`config.mk`:
```
export PLATFORM = sky130hd
export DESIGN_NAME = crc5_frame_tx
export DESIGN_NICKNAME = d
export VERILOG_FILES = /design/src/rtl/crc5_frame_tx.sv
export SDC_FILE = /design/constraint.sdc
export NUM_CORES = 1
export LEC_CHECK = 0
export CORE_ASPECT_RATIO = 1.2
export CORE_MARGIN = 4
export CORE_UTILIZATION = 30
export DETAILED_ROUTE_END_ITERATION = 6
export SYNTH_ARGS = -nofsm -noshare
export SYNTH_HDL_FRONTEND = slang
export SYNTH_SLANG_ARGS = --single-unit
```
`constraint.sdc`:
```
create_clock -name clk -period 1.8 [get_ports clk]
set_clock_uncertainty 0.15 [all_clocks]
set_input_delay 0.45 -clock clk [delete_from_list [all_inputs] [get_ports clk]]
set_output_delay 0.45 -clock clk [all_outputs]
set_load 0.03 [all_outputs]
```
`src/rtl/crc5_frame_tx.sv`:
```
// crc5_frame_tx: serializes a payload word MSB-first
// and appends its CRC-5 (x^5+x^2+1, init 0).
module crc5_frame_tx #(
  parameter int DATA_W = 11
) (
  input  logic              clk,
  input  logic              rst,
  input  logic              in_valid,
  output logic              in_ready,
  input  logic [DATA_W-1:0] in_data,
  input  logic              out_ready,
  output logic              bit_valid,
  output logic              bit_out,
  output logic              bit_last,
  output logic              busy,
  output logic              frame_done
);

  localparam int CW = $clog2(DATA_W + 6);

  typedef enum logic [1:0] {
    IDLE,
    DATA,
    CRC
  } state_t;

  state_t            state;
  state_t            state_nx;
  logic [DATA_W-1:0] sr;
  logic [4:0]        crc;
  logic [CW-1:0]     cnt;
  logic              done;
  logic              data_end;
  logic              fb;

  assign data_end   = (cnt == CW'(DATA_W - 1));
  assign fb         = crc[4] ^ sr[DATA_W-1];
  assign busy       = (state != IDLE);
  assign frame_done = done;

  // state register
  always_ff @(posedge clk or negedge rst) begin
    if (!rst) state <= IDLE;
    else      state <= state_nx;
  end

  // next state and handshake/serial outputs
  always_comb begin
    state_nx  = state;
    in_ready  = 1'b0;
    bit_valid = 1'b0;
    bit_out   = 1'b0;
    bit_last  = 1'b0;
    unique case (state)
      IDLE: begin
        in_ready = rst;
        if (in_valid) state_nx = DATA;
      end
      DATA: begin
        bit_valid = 1'b1;
        bit_out   = sr[DATA_W-1];
        if (out_ready && data_end)
          state_nx = CRC;
      end
      CRC: begin
        bit_valid = 1'b1;
        bit_out   = crc[4];
        bit_last  = (cnt == CW'(4));
        if (out_ready && bit_last)
          state_nx = IDLE;
      end
      default: state_nx = IDLE;
    endcase
  end

  // shift register, running CRC, bit counter, done pulse
  always_ff @(posedge clk or negedge rst) begin
    if (!rst) begin
      sr   <= '0;
      crc  <= '0;
      cnt  <= '0;
      done <= 1'b0;
    end else begin
      done <= 1'b0;
      unique case (state)
        IDLE: begin
          if (in_valid) begin
            sr  <= in_data;
            crc <= '0;
            cnt <= '0;
          end
        end
        DATA: begin
          if (out_ready) begin
            sr  <= sr << 1;
            crc <= {crc[3:0], 1'b0}
                   ^ (fb ? 5'h05 : 5'h00);
            if (data_end) cnt <= '0;
            else          cnt <= cnt + CW'(1);
          end
        end
        CRC: begin
          if (out_ready) begin
            crc <= {crc[3:0], 1'b0};
            if (cnt == CW'(4)) begin
              cnt  <= '0;
              done <= 1'b1;
            end else begin
              cnt <= cnt + CW'(1);
            end
          end
        end
        default: begin
          cnt <= '0;
        end
      endcase
    end
  end

endmodule

```
# [Yosys cells after proc, flatten, opt, wreduce, memory -nomap -nowiden]
# Index checks and enable logic that the tools add are counted.
[classes] n_addsub=1 n_eq_ne=9 muxes=24 n_bitwise=2 reduce_logical=11
[op_table] op="$mux 5" count=7
[op_table] op="$pmux 5 s3" count=2
[op_table] op="$mux 11" count=2
[op_table] op="$pmux 11 s2" count=1
[op_table] op="$ne 2x2->1 const B" count=5
[op_table] op="$reduce_and 3->1" count=3
[op_table] op="$mux 1" count=6
[op_table] op="$mux 2" count=3
[op_table] op="$pmux 2 s3" count=1
[op_table] op="$add 5x1->5 const B" count=1
[op_table] op="$eq 5x3->1 const B" count=1
[op_table] op="$eq 5x4->1 const B" count=1
[op_table] op="$xor 5x3->5" count=1
[op_table] op="$reduce_and 4->1" count=1
[op_table] op="$reduce_bool 2->1" count=2
[op_table] op="$mux 3" count=1
[op_table] op="$reduce_bool 3->1" count=1
[op_table] op="$eq 2x1->1 const B" count=1
[op_table] op="$eq 2x2->1 const B" count=1
[op_table] op="$logic_and 1x1->1" count=2
[op_table] op="$logic_not 2->1" count=1
[op_table] op="$pmux 1 s2" count=1
[op_table] op="$reduce_or 2->1" count=1
[op_table] op="$xor 1x1->1" count=1
[totals] register_bits=24 input_bits=15 out_inout_bits=6 wordCells=52

# [Logic depth before layout (Yosys ltp)]
# Gate-level depths: netlist (run 1).
[logic_depth] word_depth=5 mapped_depth=8 mapped_depth_nobuf=6

# [Least setup slack after synthesis (run 1)]
# No wires, ideal clock.
[synth_timing] path_kind="register to output" startpoint="reg state[0]" endpoint="out bit_out" t_arrival_ps=1478 t_required_ps=1200 slack_ps=-278 stages_incl_launch_ff=4 path_buffers=0 path_cell_list="dfrtp_1 > inv_1 > ha_1 > nor2b_1"
[synth_via] elab_chain_cells=2 elab_cells_between_ends=3 classes_between="eq/ne: 2; mux: 1"
[synth_rtl] element="from (decl)" line_no="27" source="state_t state;"
[synth_rtl] element="from (signal assigned)" line_no="44" source="else state <= state_nx;"
[synth_rtl] element="$eq 2x2->1 or $eq 2x1->1 (tied branches)" line_no="54" source="unique case (state)"
[synth_rtl] element="$pmux 1 s2 (*)" line_no="54"
[synth_rtl] element="to (decl)" line_no="13" source="output logic bit_out,"
# Every way passes the cells marked *; elsewhere a longest branch is shown, timed or not.

# [Worst setup path after layout (run 1)]
[layout_timing] startpoint="reg cnt[1]" endpoint="out bit_last"
[layout_via] elab_chain_cells=2
[layout_rtl] element="from (decl)" line_no="31" source="logic [CW-1:0] cnt;"
[layout_rtl] element="from (signal assigned)" line_no="99" source="else cnt <= cnt + CW'(1);"
[layout_rtl] element="from (signal assigned)" line_no="109" source="cnt <= cnt + CW'(1);"
[layout_rtl] element="$eq 5x3->1" line_no="68" source="bit_last = (cnt == CW'(4));"
[layout_rtl] element="$mux 1" line_no="54"
[layout_rtl] element="to (decl)" line_no="14" source="output logic bit_last,"
# No other way between the ends.

==> results of run 1 <==
## worst paths after layout
check	from	endpoint	depth (start not counted)	slack, ps
setup / recovery	cnt[1]	bit_last	5	-200
hold / removal	crc[0]	crc[1]	2	360
setup reg to reg	cnt[1]	state[0]	7	-20
hold reg to reg	crc[0]	crc[1]	2	360
max in group asynchronous	rst	crc[1]	2	780
min in group asynchronous	rst	state[1]	2	480
## sequential cells by signal, summed over array words and instances, names as in the netlist
name        count
sr             11
cnt             5
crc             5
state           2
frame_done      1
## cell type report
class / count / area (um^2) / area share [%]
multi-input cells: 99 / 902 / 41.7
flip-flops and latches: 24 / 601 / 27.8
repair buffers: 50 / 488 / 22.6
well taps: 56 / 70.1 / 3.24
clock buffers: 4 / 55.1 / 2.55
inverters: 12 / 45.0 / 2.08
## worst min-delay path, stage by stage (launching register included)
cell and delay, ps:
dfrtp_1 340, nand3_1 60, o21ai_0 70
## power by group
part / internal (mW) / switching, mW
combinational: 1.11 / 1.03
clock: 0.195 / 0.171
sequential: 0.726 / 0.142
## placed cells by master (no fill, tap or decap), drive strengths merged, types with 2 or more instances in the layout
| cell type | n |
|---|---|
| clkdlybuf4s50 | 14 |
| a21oi | 11 |
| clkbuf | 4 |
| and4bb | 2 |
| a31oi | 3 |
| buf | 35 |
| o22ai | 2 |
| ha | 8 |
| mux2i | 12 |
| nor2b | 2 |
| nor2 | 13 |
| o21ai | 7 |
| dfrtp | 24 |
| nand2 | 9 |
| inv | 12 |
| nand3 | 14 |
| and2 | 2 |
## stage by stage
step	setup TNS [ps]	worst slack [ps]
6_report	-624	-202
4_1_cts	-623	-204
3_5_place_dp	-2410	-195
5_1_grt	-1240	-266
3_3_place_gp	-1880	-161
2_1_floorplan	0	17.6
## routing by layer
| metal | up-vias | share of wire (%) | GRT usage, % |
|---|---|---|---|
| li1 | 584 | - | - |
| met1 | 598 | 42 | 14.0 |
| met2 | 29 | 54 | 23.3 |
| met3 | 4 | 3.8 | 2.18 |
| met4 | 0 | 0.88 | 5.56 |
| met5 | - | 0 | 0 |
## logic make-up after synthesis
| group | after synthesis | synth area share, % |
|---|---|---|
| and+or+nand+nor | 48 | 18.9 |
| AOI/OAI and AO/OA | 28 | 13.1 |
| DFF | 24 | 43.3 |
| buffers and inverters | 18 | 6.49 |
| muxes | 13 | 9.74 |
| adders and majority gates | 8 | 7.21 |
| xor gates and xnor gates | 2 | 1.26 |
## repair_timing
action,in CTS,in global routing
pin swaps,7,8
gates resized for setup,27,48
gates cloned,1,2
hold buffers,0,0
setup endpoints to repair,17,26
buffers inserted,4,5
==> flow_summary.toml, run 1 <==
[drt]
drt_iter0_markers = 22
wl_per_cell_um = 14.4
ant_nets = 0
vias = 1215
wirelength_um = 3520
first_pass_iters = 4
drc = 0
viasPerCell = 4.96

[synthesis]
netlist_area_um2 = 1390
syn_area_per_cell_um2 = 9.84
ys_warn_count = 0
ys_ff_latch = 24
synthArstFlopShare_pct = 100
ys.flop_type = "dfrtp_1"
synth.area.top_cells = "dfrtp_1 (43%), mux2i_1 (8.7%), ha_1 (7.2%)"
ys_seq_area_share_pct = 43.3
synth_cell_types = 35
synthMostInstantiatedCell = "dfrtp_1"
syn_inst = 141
synth_top_area_share_pct = 43.3
synth_edf_count = 0
yosys.area.top_type = "dfrtp_1"
mappedNetlistNets = 164
synth_common_cells = "dfrtp_1 (24), nand3_1 (14), inv_1 (12), mux2i_1 (12), nor2_1 (12)"

[setup_path]
cp_cell_sequence = "inv_2, ha_4, and4bb_4, and2_4, buf_6"
cp_max_fo = 2
path_class = "reg2out"
cp_top_family = "flip-flops"
cp.arrival_ps = 1400
cpPeakStageDelay_ps = 410
critPathLaunchType = "flop"
required_ps = 1200
critPathCaptureType = "primary output"
critPathBufInv = 2
crit_slowest_cell = "dfrtp_1"

[cts]
cts_max_level = 1
clock_latency_ps = 270
clockBufferDepth = 2
numCtsBuffers = 3
cts_tree = "yes"
root_buffer = "clkbuf_8"
cts.sinks = 24
clkTransAtPathRegs_ps = 80

[sta]
slew_viol_final = 0
worst_pin_slew_ps = 347
slew_headroom_pct = 76.7
rsz0062_at_grt = "true"
fin_crit_ps = 2000
finalCritPeriodShare_pct = 111
finalWorstSetupSlack_ps = -202
fin_hold_ws_ps = 359
setup_viol = 5
fmax_mhz = 500
final_hold_viol_count = 0

[place]
place_area_um2 = 1780
placedCellCount = 232
place_congestion = 0.710
dpl.hpwl_um = 2290
io_buffers = 20

[global_routing]
grt_max_degree = 25
grt_pass1_wl_um = 5740
grt.total_usage_pct = 12.5
grt_pass1_vias = 1306
overflow = 0
antenna_found_initial = 0

[finish]
utilization_pct = 49.6
finalInstanceArea_um2 = 2160
nFillCells = 409
final_nets = 213
drive_gt1_share_pct = 47.6
num_antenna_cells = 0
stdcell_count = 245
area_growth_pct = 55.7

[power]
finalPower_mw = 3.37
powerDensity_nw_per_um2 = 1560
power.leakage_nw = 0.945
ir_worst_vdd_v = 0.000931

[run_status]
status = "finished, violations left"
violations = "setup timing"

[floorplanning]
pin_count = 21
initial_core_util_pct = 31.8
die_h_um = 82.5
core_um2 = 4360
fp.dieArea_um2 = 5780
rows = 26
die_w_um = 70.1

[min_path]
hold_path.class = "reg2reg"

[flow_run]
maxCapViolations = 0
Note: power is estimated with default switching activity, not from simulation.
==> run 2: changes to the inputs <==
--- a/config.mk
+++ b/config.mk
@@ -5,6 +5,7 @@
 export SDC_FILE = /design/constraint.sdc
 export NUM_CORES = 1
 export LEC_CHECK = 0
+export CAP_MARGIN = 20
 export CORE_ASPECT_RATIO = 1.2
 export CORE_MARGIN = 4
 export CORE_UTILIZATION = 30
==> results of run 2 <==
The final DEF is identical to that of run 1; final timing and power are the same.
==> run 3: changes to the inputs <==
==> constraint.sdc (replaced) <==
create_clock -name clk -period 2.3 [get_ports clk]
set_clock_uncertainty 0.15 [all_clocks]
set_input_delay 0.575 -clock clk [delete_from_list [all_inputs] [get_ports clk]]
set_output_delay 0.575 -clock clk [all_outputs]
set_load 0.03 [all_outputs]
==> run 3 against run 2 <==
The flow now finishes without violations. Largest cell class unchanged. Via count is 11% lower. Highest routed layer unchanged. Largest power group unchanged. Final cell count down 9.4%. Die area is the same.
==> flow_summary.toml, run 3 (synthesis gave the netlist of run 1 again) <==
[drt]
ant_nets = 0
drt_iter0_markers = 19
wirelength_um = 2830
viasPerCell = 4.86
drc = 0
wl_per_cell_um = 12.7
vias = 1078
first_pass_iters = 4

[cts]
clock_latency_ps = 270
clockBufferDepth = 2
cts_max_level = 1
root_buffer = "clkbuf_8"
cts_hold_buf = 0
cts.sinks = 24
numCtsBuffers = 3
cts_tree = "yes"
clkTransAtPathRegs_ps = 80

[floorplanning]
die_h_um = 82.5
core_um2 = 4360
initial_core_util_pct = 31.8
die_w_um = 70.1
pin_count = 21
fp.dieArea_um2 = 5780
rows = 26

[sta]
finalWorstSetupSlack_ps = 83.0
fin_crit_ps = 2220
setup_viol = 0
finalCritPeriodShare_pct = 96.4
fin_setup_tns_ps = 0
slew_viol_final = 0
fmax_mhz = 451
worst_pin_slew_ps = 457
final_hold_viol_count = 0
slew_headroom_pct = 69.2

[power]
ir_worst_vdd_v = 0.000601
power.leakage_nw = 0.776
powerDensity_nw_per_um2 = 1110

[place]
post-place-ws_ps = 137
place_congestion = 0.732
dpl.hpwl_um = 2120
place_area_um2 = 1660
placedCellCount = 218
io_buffers = 20

[setup_path]
cp_cell_sequence = "inv_1, ha_1, and4bb_4, and2_2, buf_4"
cpPeakStageDelay_ps = 400
required_ps = 1570
cp_max_fo = 4
path_class = "reg2out"
critPathCaptureType = "primary output"
cp_top_family = "simple AND/OR/NAND/NOR gates"
crit_slowest_cell = "dfrtp_1"
critPathBufInv = 2
critPathLaunchType = "flop"
cp.arrival_ps = 1490

[finish]
layout.area.seq_um2 = 601
largest-register = "sr"
layout_commonest_cell = "dfrtp_1"
final_cell_mix = "dfrtp_1 (24), clkdlybuf4s50_1 (15), nand3_1 (14)"
finalInstanceArea_um2 = 1720
stdcell_count = 222
nFillCells = 458
num_antenna_cells = 0
drive_gt1_share_pct = 16.3
final_nets = 191
largest_reg_flops = 11
multi_input_area_um2 = 712
area_growth_pct = 23.8
reg_top3 = "sr x11, cnt x5, crc x5"

[run_status]
status = "finished, final reports clean"

[global_routing]
grt_pass1_wl_um = 4860
antenna_found_initial = 0
grt_pass1_vias = 1121
grt_max_degree = 25
overflow = 0
grt.total_usage_pct = 10.5

[min_path]
hold_path.class = "reg2reg"

[flow_run]
maxCapViolations = 0
[run 3: cell types whose count changed in the layout (fill, tap and decap cells not counted), sizes merged]
| cell | before | now |
|---|---|---|
| clkdlybuf4s50 | 14 | 15 |
| buf | 35 | 12 |
| clkbuf | 4 | 3 |
[run 3: what timing repair did]
| action | in CTS | in global routing |
|---|---|---|
| endpoints found under the setup margin | 2 | 2 |
| setup buffers | 0 | 1 |
| gates cloned | 0 | 0 |
| resized for setup | 2 | 3 |
[run 3: report_power, final]
part | switching (mW) | internal, mW | total, mW
clock network | 0.130 | 0.117 | 0.247
logic | 0.550 | 0.442 | 0.991
registers | 0.0952 | 0.568 | 0.663
total | 0.775 | 1.13 | 1.90
[run 3: worst paths after layout]
kind                                from       end  slack (ps)  depth (start not counted)
worst min register to register    crc[3]    crc[3]         390                          2
max in group asynchronous            rst    crc[1]        1150                          2
worst max register to register  state[1]     sr[7]         270                          8
worst min-delay path              crc[3]    crc[3]         390                          2
worst max-delay path              cnt[1]  bit_last          80                          5
min in group asynchronous            rst    cnt[4]         610                          2
[run 3: metal layers]
metal | wire length, um | global-route usage [%] | part of all wire [%]
met1 | 1300 | 13.0 | 46
met2 | 1320 | 17.9 | 47
met3 | 174 | 2.78 | 6.1
met4 | 35 | 3.45 | 1.2
met5 | 0 | 0 | 0
[run 3: cell type report]
cell class / count / share of cell area [%]
multi-input cells: 99 / 41.4
flip-flops and latches: 24 / 35.0
clock buffers: 3 / 2.40
well taps: 56 / 4.08
repair buffers: 28 / 14.5
inverters: 12 / 2.62
[run 3: worst register-to-register path: stages (launching register included)]
cell and delay (ps):
dfrtp_1 420, inv_1 150, ha_1 200, buf_4 280
mux2i_1 280, a21oi_1 90, buf_4 200, nor2_1 110
a21oi_1 50
[run 3: metrics by stage]
step	power, mW	util [%]	hold WS, ps
after floorplan	1.39	-	129
after global placement	1.60	38.0	344
after detailed placement	1.64	38.0	351
after CTS	1.89	38.9	385
after global routing	2.06	39.4	425
final	1.90	39.4	386
